`config.mk`:
```
export PLATFORM = sky130hd
export DESIGN_NAME = univ_shift_reg
export DESIGN_NICKNAME = d
export VERILOG_FILES = /design/src/rtl/univ_shift_reg.sv
export SDC_FILE = /design/constraint.sdc
export NUM_CORES = 1
export LEC_CHECK = 0
export BUFFER_PORTS_ARGS = -buffer_cell sky130_fd_sc_hd__buf_2
export CAP_MARGIN = 5
export CORE_MARGIN = 2
export CORE_UTILIZATION = 47
export CTS_BUF_LIST = sky130_fd_sc_hd__clkbuf_8 sky130_fd_sc_hd__clkbuf_16
export DETAILED_ROUTE_END_ITERATION = 7
export GPL_TIMING_DRIVEN = 1
export PLACE_DENSITY = 0.83
export SLEW_MARGIN = 20
export SYNTH_ARGS = -nofsm -noshare
export SYNTH_HDL_FRONTEND = slang
export SYNTH_SLANG_ARGS = --single-unit
export TNS_END_PERCENT = 100
```
`constraint.sdc`:
```
create_clock -name clk -period 1.2 [get_ports clk]
set_input_delay 0.06 -clock clk [delete_from_list [all_inputs] [get_ports clk]]
set_output_delay 0.06 -clock clk [all_outputs]
set_load 0.01 [all_outputs]
```
`src/rtl/univ_shift_reg.sv`:
```
// Universal WIDTH-bit shift register: hold, shift, rotate, load and clear.
// A modulo-WIDTH shift counter pulses word_done once per completed word.
module univ_shift_reg #(
    parameter int                 WIDTH     = 8,
    parameter logic [WIDTH-1:0]   RESET_VAL = '0,
    parameter int                 CW        = $clog2(WIDTH)
) (
    input  logic              clk,
    input  logic              rst,
    input  logic [2:0]        mode,
    input  logic [WIDTH-1:0]  d,
    input  logic              sin_l,
    input  logic              sin_r,
    output logic [WIDTH-1:0]  q,
    output logic              sout_r,
    output logic              sout_l,
    output logic [CW-1:0]     cnt,
    output logic              word_done
);
    localparam logic [2:0] MODE_HOLD = 3'b000;
    localparam logic [2:0] MODE_SHR  = 3'b001;
    localparam logic [2:0] MODE_SHL  = 3'b010;
    localparam logic [2:0] MODE_LOAD = 3'b011;
    localparam logic [2:0] MODE_ROR  = 3'b100;
    localparam logic [2:0] MODE_ROL  = 3'b101;
    localparam logic [2:0] MODE_CLR  = 3'b110;

    localparam logic [CW-1:0] CNT_MAX = CW'(WIDTH - 1);

    logic [WIDTH-1:0] data_q, data_d;
    logic [CW-1:0]    cnt_q, cnt_d;
    logic             done_q, done_d;
    logic             advance;

    always_comb begin
        data_d  = data_q;
        cnt_d   = cnt_q;
        advance = 1'b0;
        case (mode)
            MODE_HOLD: data_d = data_q;
            MODE_SHR: begin
                data_d  = {sin_l, data_q[WIDTH-1:1]};
                advance = 1'b1;
            end
            MODE_SHL: begin
                data_d  = {data_q[WIDTH-2:0], sin_r};
                advance = 1'b1;
            end
            MODE_LOAD: begin
                data_d = d;
                cnt_d  = '0;
            end
            MODE_ROR: begin
                data_d  = {data_q[0], data_q[WIDTH-1:1]};
                advance = 1'b1;
            end
            MODE_ROL: begin
                data_d  = {data_q[WIDTH-2:0], data_q[WIDTH-1]};
                advance = 1'b1;
            end
            MODE_CLR: begin
                data_d = '0;
                cnt_d  = '0;
            end
            default: data_d = data_q;
        endcase

        // Wrap explicitly at WIDTH-1 so non-power-of-two widths count correctly.
        done_d = 1'b0;
        if (advance) begin
            if (cnt_q == CNT_MAX) begin
                cnt_d  = '0;
                done_d = 1'b1;
            end else begin
                cnt_d = cnt_q + 1'b1;
            end
        end
    end

    always_ff @(posedge clk) begin
        if (rst) begin
            data_q <= RESET_VAL;
            cnt_q  <= '0;
            done_q <= 1'b0;
        end else begin
            data_q <= data_d;
            cnt_q  <= cnt_d;
            done_q <= done_d;
        end
    end

    assign q         = data_q;
    assign cnt       = cnt_q;
    assign word_done = done_q;
    assign sout_r    = data_q[0];
    assign sout_l    = data_q[WIDTH-1];
endmodule

```
# Yosys cells after proc, flatten, opt, wreduce, memory -nomap -nowiden
# Cells that the tools add are included.
dict set report totals {
  reg_bits 12
  out_inout_bits 14
  elab_cells 23
  input_bits 15
}
dict set report classes {
  n_mux 6
  n_addsub 1
  bitwise 1
  n_reduce_logical 5
  n_eq_ne 7
}
# op n
set op_table {}
lappend op_table {{one-hot mux 8 bit (6 select lines)} 1}
lappend op_table {{equality test 3 bit (second input constant)} 4}
lappend op_table {{2-to-1 mux 3 bit} 3}
lappend op_table {{equality test 3 x 2 -> 1 bit (second input constant)} 2}
lappend op_table {{nonzero test 6 bit} 1}
lappend op_table {{OR reduction 2 bit} 2}
lappend op_table {{OR reduction 4 bit} 1}
lappend op_table {{adder 3 x 1 -> 3 bit (second input constant)} 1}
lappend op_table {{equality test 3 x 1 -> 1 bit (second input constant)} 1}
lappend op_table {{2-to-1 mux 1 bit} 2}
lappend op_table {{nonzero test 2 bit} 1}
lappend op_table {{inverter 1 bit} 1}

# Depth between registers and ports, before layout
# Gate-level depths: netlist (run 1).
dict set report depth {
  depth_word 5
  depth_mapped 5
  ltp_nobuf 5
}

# Least setup slack after synthesis (run 1)
# No wires, ideal clock.
dict set report synth_path {
  kind {flip-flop to flip-flop}
  startpoint {register cnt_q[0] (netlist: cnt[0])}
  endpoint {register cnt_q[0] (netlist: cnt[0])}
  stages_incl_launch_ff 6
  arrival_time_ns 0.991
  setup_time_ns 0.071
  synth_period_minus_slack_ns 1.062
  path_slack_ns 0.138
  n_path_buf 0
  path_cell_list {dfxtp_1 ha_1 ha_1 nor2_1 nand3_1 a21oi_1}
}
dict set report synth_between {
  elab_chain_len 3
}
# element line_no
set synth_rtl {}
lappend synth_rtl {{start, declared} 31} ;# logic [CW-1:0] cnt_q, cnt_d;
lappend synth_rtl {{start signal, assigned} 87} ;# cnt_q <= cnt_d;
lappend synth_rtl {{adder 3 x 1 -> 3 bit or equality test 3 bit (tied branches)} {75, 71}}
lappend synth_rtl {{2-to-1 mux 3 bit (*)} 71} ;# if (cnt_q == CNT_MAX) begin
lappend synth_rtl {{2-to-1 mux 3 bit (*)} 70} ;# if (advance) begin
# Mark *: on every way between the ends. The rest lies on a longest branch, timed or not.
# A chain may end at the register's enable or synchronous reset.

# Worst setup path in the final report (run 1)
# Ends and elaborated chain as after synthesis.

==> results.md, run 1 <==
- Die ar.: 1965 sq um
- Gr usage total: 0.2074
- Min-Delay Path Class: input port to flop
- CTS tree: done
- Status: complete, no violations
- Syn-to-layout area delta: 25.04%
- Synth Instances: 92
- Worst-path cell chain: ha_1 -> ha_1 -> nor2_1 -> nand3_1 -> a21oi_1
- Finished Cell Area: 955.9 sq um
- Die Width: 44.33 um
- Std-Cell Rows: 14
- F_max: 887.8 MHz
- Post-Syn Area per Cell: 8.310 sq um
- Post-DRT Antenna Nets: 0
- Iteration-0 DRC Markers: 8
- Clk sink count: 12
- Crit Reg-Reg Startpoint: cnt[0]
- Crit path buf inv count: 0
- Maximum number of pins on one net before global-route repair: 13
- CP Launch Type: flop
- Die Ht: 44.33 um
- Count of final hold-check violations: 0
- Hold buffers post-CTS: 0
- Initial antenna violation count: 0
- Crit-path leading delay family: adder cells
- Drt total wl: 1818 um
- Post-CTS setup buffer count: 0
- Final setup fails: 0
- Yosys cell types: 30
- Post-synth net total: 109
- Drt drc: 0
- Post-DR vias/cell: 5.957
- Setup CP Type: flop to flop
- DP HPWL: 1390 um
- DP Area: 914.6 sq um
- Setup crit start: cnt[0]
- Crit-path most repeated cell: ha_1
- Setup tns final: 0 ns
- Min Tclk post-route: 1.126 ns
- IO Pins: 29
- Setup Skew: 0.002462 ns
- Register area share after synthesis: 0.3142
- WL per Instance: 13.17 um
- Remaining global-route overflow: 0
- CP Data Required Time: 1.37 ns
- Worst-margin pin slew: 0.3912 ns
- Placer Congestion: 0.7994
- Seq cells post-synth: 12
- Tcrit/Tclk final: 0.9387
- Num CTS Buffers: 3
- Clk root buf: clkbuf_8
- Worst EP arrival: 1.30 ns
- Synthesized area: 764.5 sq um
- Reg clk slew, reported paths: 0.05 ns
- Via count: 822
- Max Cap Viol: 0
- Pins Over Slew Limit: 0
- # fillers: 143
- Power per cell area: 1138 nW/um^2
- Share of layout cells above drive strength 1: 0.3361
- First-pass GRT wire length: 3036 um
- Post-CTS sizing: 0
- Critical path's slowest cell: dfxtp_1
- NumNets Final: 141
- Slew HR: 0.7392
- H-tree levels: 1
- CP Capture Type: flop
- Initial core utilization: 0.5016
- Port Buffer Count: 28
- Hold path start: rst
- Core area: 1524 sq um
- Maximum buffer depth of the clock tree: 2
- Clock latency on the worst-skew pair: 0.24 ns
- RSZ-0062 raised after global routing: no
- Synth warn: 0
- Pleak: 0.4237 nW
- CP peak stage delay: 0.33 ns
- ANT cells: 0
- Drt first pass iters: 4
- Number of global-route vias before repair: 705
- Crit Path Max Fanout: 4
- Worst VDD drop: 0.7298 mV
## cell type report
type / count / area, sq um / area share
Clock buffer: 3 / 41.29 / 0.04319
Multi-Input combinational cell: 71 / 454.2 / 0.4751
Sequential cell: 12 / 240.2 / 0.2513
Tap cell: 16 / 20.02 / 0.02094
Timing Repair Buffer: 36 / 200.2 / 0.2094
## worst reg2reg max path, cell delays in order (launching register included)
cell,delay (ns)
dfxtp_1,0.33
ha_1,0.20
ha_1,0.19
nor2_1,0.10
nand3_1,0.08
a21oi_1,0.15
## Yosys cell counts, drive strengths merged
cell type	count	area, sq um
xnor2	1	8.760
and3	1	6.260
nor3	1	5.000
nand3	4	20.02
a21oi	19	95.09
nand2b	3	18.77
ha	2	25.02
a211oi	2	20.02
buf	8	66.31
nor4	6	37.54
nand3b	2	15.01
o32a	1	10.01
dfxtp	12	240.2
clkbuf	1	3.750
a311oi	6	52.55
nor2	1	3.750
nor2b	8	50.05
a221o	1	10.01
or3	1	6.260
a21o	1	7.510
o21ai	7	35.03
nor3b	1	7.510
and4b	1	10.01
nand2	2	10.01
## through the flow
| step | cells | util | hold slack (ns) | power, W | worst slack, ns |
|---|---|---|---|---|---|
| after global routing | 138 | 0.6273 | 0.1479 | 0.001148 | 0.003378 |
| after CTS | 138 | 0.6273 | 0.1301 | 0.001101 | 0.08464 |
| after global placement | 135 | 0.6002 | 0.3803 | 0.0007260 | 0.08185 |
| final | 138 | 0.6273 | 0.1354 | 0.001088 | 0.07356 |
| after detailed placement | 135 | 0.6002 | 0.3852 | 0.0007339 | 0.03055 |
| after floorplan | 92 | - | 0.1385 | 0.0006405 | 0.1384 |
## layout by cell type, fill, tap and decap left out
cell type,netlist,layout
or3_1,1,1
nor2b_1,8,8
buf_2,2,28
and4b_1,1,1
a221o_1,1,1
nand2_2,1,1
buf_4,4,8
nor3b_1,1,1
a211oi_2,1,1
a211oi_1,1,1
nand2_1,1,1
xnor2_1,1,1
nand3_1,4,4
nor2_1,1,1
ha_1,2,2
and3_1,1,1
o21ai_0,5,5
o32a_1,1,1
a21oi_1,19,19
nor4_1,6,6
clkbuf_8,0,3
nand3b_1,2,2
dfxtp_1,12,12
a21o_1,1,1
nand2b_1,3,3
a311oi_1,6,6
nor3_1,1,1
o21ai_1,2,2
## cells by family after synthesis
logic type               share of synthesized area
XOR/XNOR                                   0.01146
adder cells (fa/ha/maj)                    0.03273
AO/OA/AOI/OAI                               0.3011
AND/OR/NAND/NOR                             0.2488
flip-flops                                  0.3142
buffers and inverters                      0.09164
## per-layer routing
metal  global-route usage  vias to the layer above  part of all wire
li1                     -                      414                 -
met1               0.2569                      373              0.44
met2               0.3500                       31              0.47
met3              0.06122                        4             0.068
met4              0.05455                        0             0.013
met5                    0                        -                 0
## sequential cells by signal, indices dropped and copies added (netlist names)
name       flops
cnt            3
word_done      1
q              8
## final timing paths
check,slack (ns),depth (start not counted),end
setup / recovery,0.07,5,cnt[0]
hold / removal,0.14,2,q[0]
setup reg to reg,0.07,5,cnt[0]
hold reg to reg,0.49,2,cnt[2]
## power breakdown
part	leakage (nW)	internal, W	switching, W
clock network	0.0216	0.000221	0.000140
registers	0.0987	0.000430	0.0000281
logic	0.303	0.000129	0.000139
total	0.424	0.000780	0.000308
(Power assumes the default switching activity.)
==> run 2, diff against run 1 <==
- REMOVE_ABC_BUFFERS: default -> 1
- SLEW_MARGIN: 20 -> default
==> run 2 against run 1 <==
- sequential share of layout area fell by 0.16 points
- count of clock-buffer cells in the layout rose by 1
- maximum frequency rose by 1.1%
- first-iteration DRC count rose to 3.1 times the previous value
- utilization rose by 0.41 points
- clock power rose by 23%
- via count rose by 3.3%
- register-to-register slack barely moved
- critical endpoint unchanged
==> results.md, run 2 (synthesis gave the netlist of run 1 again) <==
- Placer Congestion: 0.7970 (was 0.7994)
- Max Cap Viol: 0 (unchanged)
- Std-Cell Rows: 14 (unchanged)
- Status: complete, no violations (unchanged)
- RSZ-0062 raised after global routing: no (unchanged)
- IO Pins: 29 (unchanged)
- Via count: 849 (was 822)
- Post-DR vias/cell: 6.152 (was 5.957)
- Slew HR: 0.7623 (was 0.7392)
- Iteration-0 DRC Markers: 25 (was 8)
- Setup crit start: cnt[0] (unchanged)
- Maximum number of pins on one net before global-route repair: 14 (was 13)
- Gr usage total: 0.2174 (was 0.2074)
- Port Buffer Count: 28 (unchanged)
- Initial antenna violation count: 0 (unchanged)
- DP HPWL: 1380 um (was 1390 um)
- R2R Setup Slk: 0.09 ns (was 0.07 ns)
- Hold path start: rst (unchanged)
- DP Area: 907.1 sq um (was 914.6 sq um)
- Share of layout cells above drive strength 1: 0.3361 (unchanged)
- Max reg flops: 8 (unchanged)
- Clk root buf: clkbuf_8 (unchanged)
- Die ar.: 1965 sq um (unchanged)
- Pins Over Slew Limit: 0 (unchanged)
- Crit Reg-Reg Startpoint: cnt[0] (unchanged)
- Post-DRT Antenna Nets: 0 (unchanged)
- Power per cell area: 1218 nW/um^2 (was 1138 nW/um^2)
- Number of global-route vias before repair: 756 (was 705)
- Most frequent cells in the layout: 28 x buf_2, 19 x a21oi_1, 12 x dfxtp_1 (unchanged)
- Tcrit/Tclk final: 0.9281 (was 0.9387)
- Reg clk slew, reported paths: 0.06 ns (was 0.05 ns)
- Hold buffers post-CTS: 0 (unchanged)
- Post-layout util: 0.6314 (was 0.6273)
- Syn-to-layout area delta: 25.86% (was 25.04%)
- Maximum buffer depth of the clock tree: 2 (unchanged)
- Min Tclk post-route: 1.114 ns (was 1.126 ns)
- CP Launch Type: flop (unchanged)
- Die Ht: 44.33 um (unchanged)
- Min-Delay Path Class: input port to flop (unchanged)
- CP Capture Type: flop (unchanged)
- Pleak: 0.4261 nW (was 0.4237 nW)
- Drt drc: 0 (unchanged)
- F_max: 897.9 MHz (was 887.8 MHz)
- Drt first pass iters: 4 (unchanged)
- Crit Path Max Fanout: 4 (unchanged)
- Clk sink count: 12 (unchanged)
- Post-CTS sizing: 0 (unchanged)
- Clock latency on the worst-skew pair: 0.24 ns (about the same)
- Worst R2R End: cnt[0] (unchanged)
- Worst-margin pin slew: 0.3566 ns (was 0.3912 ns)
- Setup Skew: 0.005834 ns (was 0.002462 ns)
- ANT cells: 0 (unchanged)
- WL per Instance: 13.49 um (was 13.17 um)
- NumNets Final: 140 (was 141)
- Initial core utilization: 0.5016 (unchanged)
- CP Data Required Time: 1.37 ns (about the same)
- Post-CTS setup buffer count: 0 (unchanged)
- Setup tns final: 0 ns (unchanged)
- First-pass GRT wire length: 3118 um (was 3036 um)
- Final setup fails: 0 (unchanged)
- Core area: 1524 sq um (unchanged)
- Reg2Reg Depth: 5 (unchanged)
- Finished Cell Area: 962.2 sq um (was 955.9 sq um)
- Count of final hold-check violations: 0 (unchanged)
- Critical Path Sink: cnt[0] (unchanged)
- Most common cell after layout, fill and taps aside: buf_2 (unchanged)
- Drt total wl: 1862 um (was 1818 um)
- Num CTS Buffers: 3 (unchanged)
- Worst EP arrival: 1.28 ns (was 1.30 ns)
- Die Width: 44.33 um (unchanged)
- Remaining global-route overflow: 0 (unchanged)
- Worst VDD drop: 0.5296 mV (was 0.7298 mV)
- H-tree levels: 1 (unchanged)
- CTS tree: done (unchanged)
- Setup CP Type: flop to flop (unchanged)
## run 2: cell types whose count changed in the layout (fill, tap and decap cells not counted), sizes merged
cell | before | now
clkbuf | 3 | 4
buf | 36 | 35
## run 2: critical path: stages (launching register included)
cell     delay (ns)
dfxtp_1        0.34
ha_1           0.20
ha_1           0.19
nor2_1         0.09
nand3_1        0.08
a21oi_1        0.14
## run 2: layout make-up
type	count	area, sq um
Timing Repair Buffer	35	192.7
Fill cell	136	561.8
Clock buffer	4	55.05
Sequential cell	12	240.2
Tap cell	16	20.02
Multi-Input combinational cell	71	454.2
## run 2: worst min path at each step
stage / to / slack (ns) / cells past startpoint
CTS: q[0] / 0.13 / 2
floorplan: q[0] / 0.12 / 1
global placement: q[0] / 0.38 / 2
global route: q[0] / 0.16 / 2
finish: q[0] / 0.15 / 2
detailed placement: q[0] / 0.40 / 2
## run 2: power by group
| group | total (W) | internal, W | switching [W] |
|---|---|---|---|
| registers | 0.000460 | 0.000430 | 0.0000304 |
| clock network | 0.000445 | 0.000290 | 0.000155 |
| logic | 0.000267 | 0.000127 | 0.000140 |
| total | 0.00117 | 0.000847 | 0.000325 |
## run 2: per-stage QoR
stage / power (W) / setup WS (ns) / std cells / hold WS (ns)
6_report: 0.001172 / 0.08628 / 138 / 0.1466
5_1_grt: 0.001230 / 0.01259 / 138 / 0.1605
4_1_cts: 0.001182 / 0.07507 / 138 / 0.1341
3_5_place_dp: 0.0007323 / 0.02619 / 134 / 0.3984
3_3_place_gp: 0.0007237 / 0.08485 / 134 / 0.3789
2_1_floorplan: 0.0005985 / 0.1220 / 83 / 0.1246
## run 2: layer usage
metal  global-route usage  routed length [um]  vias to the layer above
li1                     -                   -                      412
met4               0.1212                   9                        0
met3              0.06122                 123                        2
met2               0.3618                 879                       36
met1               0.2494                 849                      399
met5                    0                   0                        -
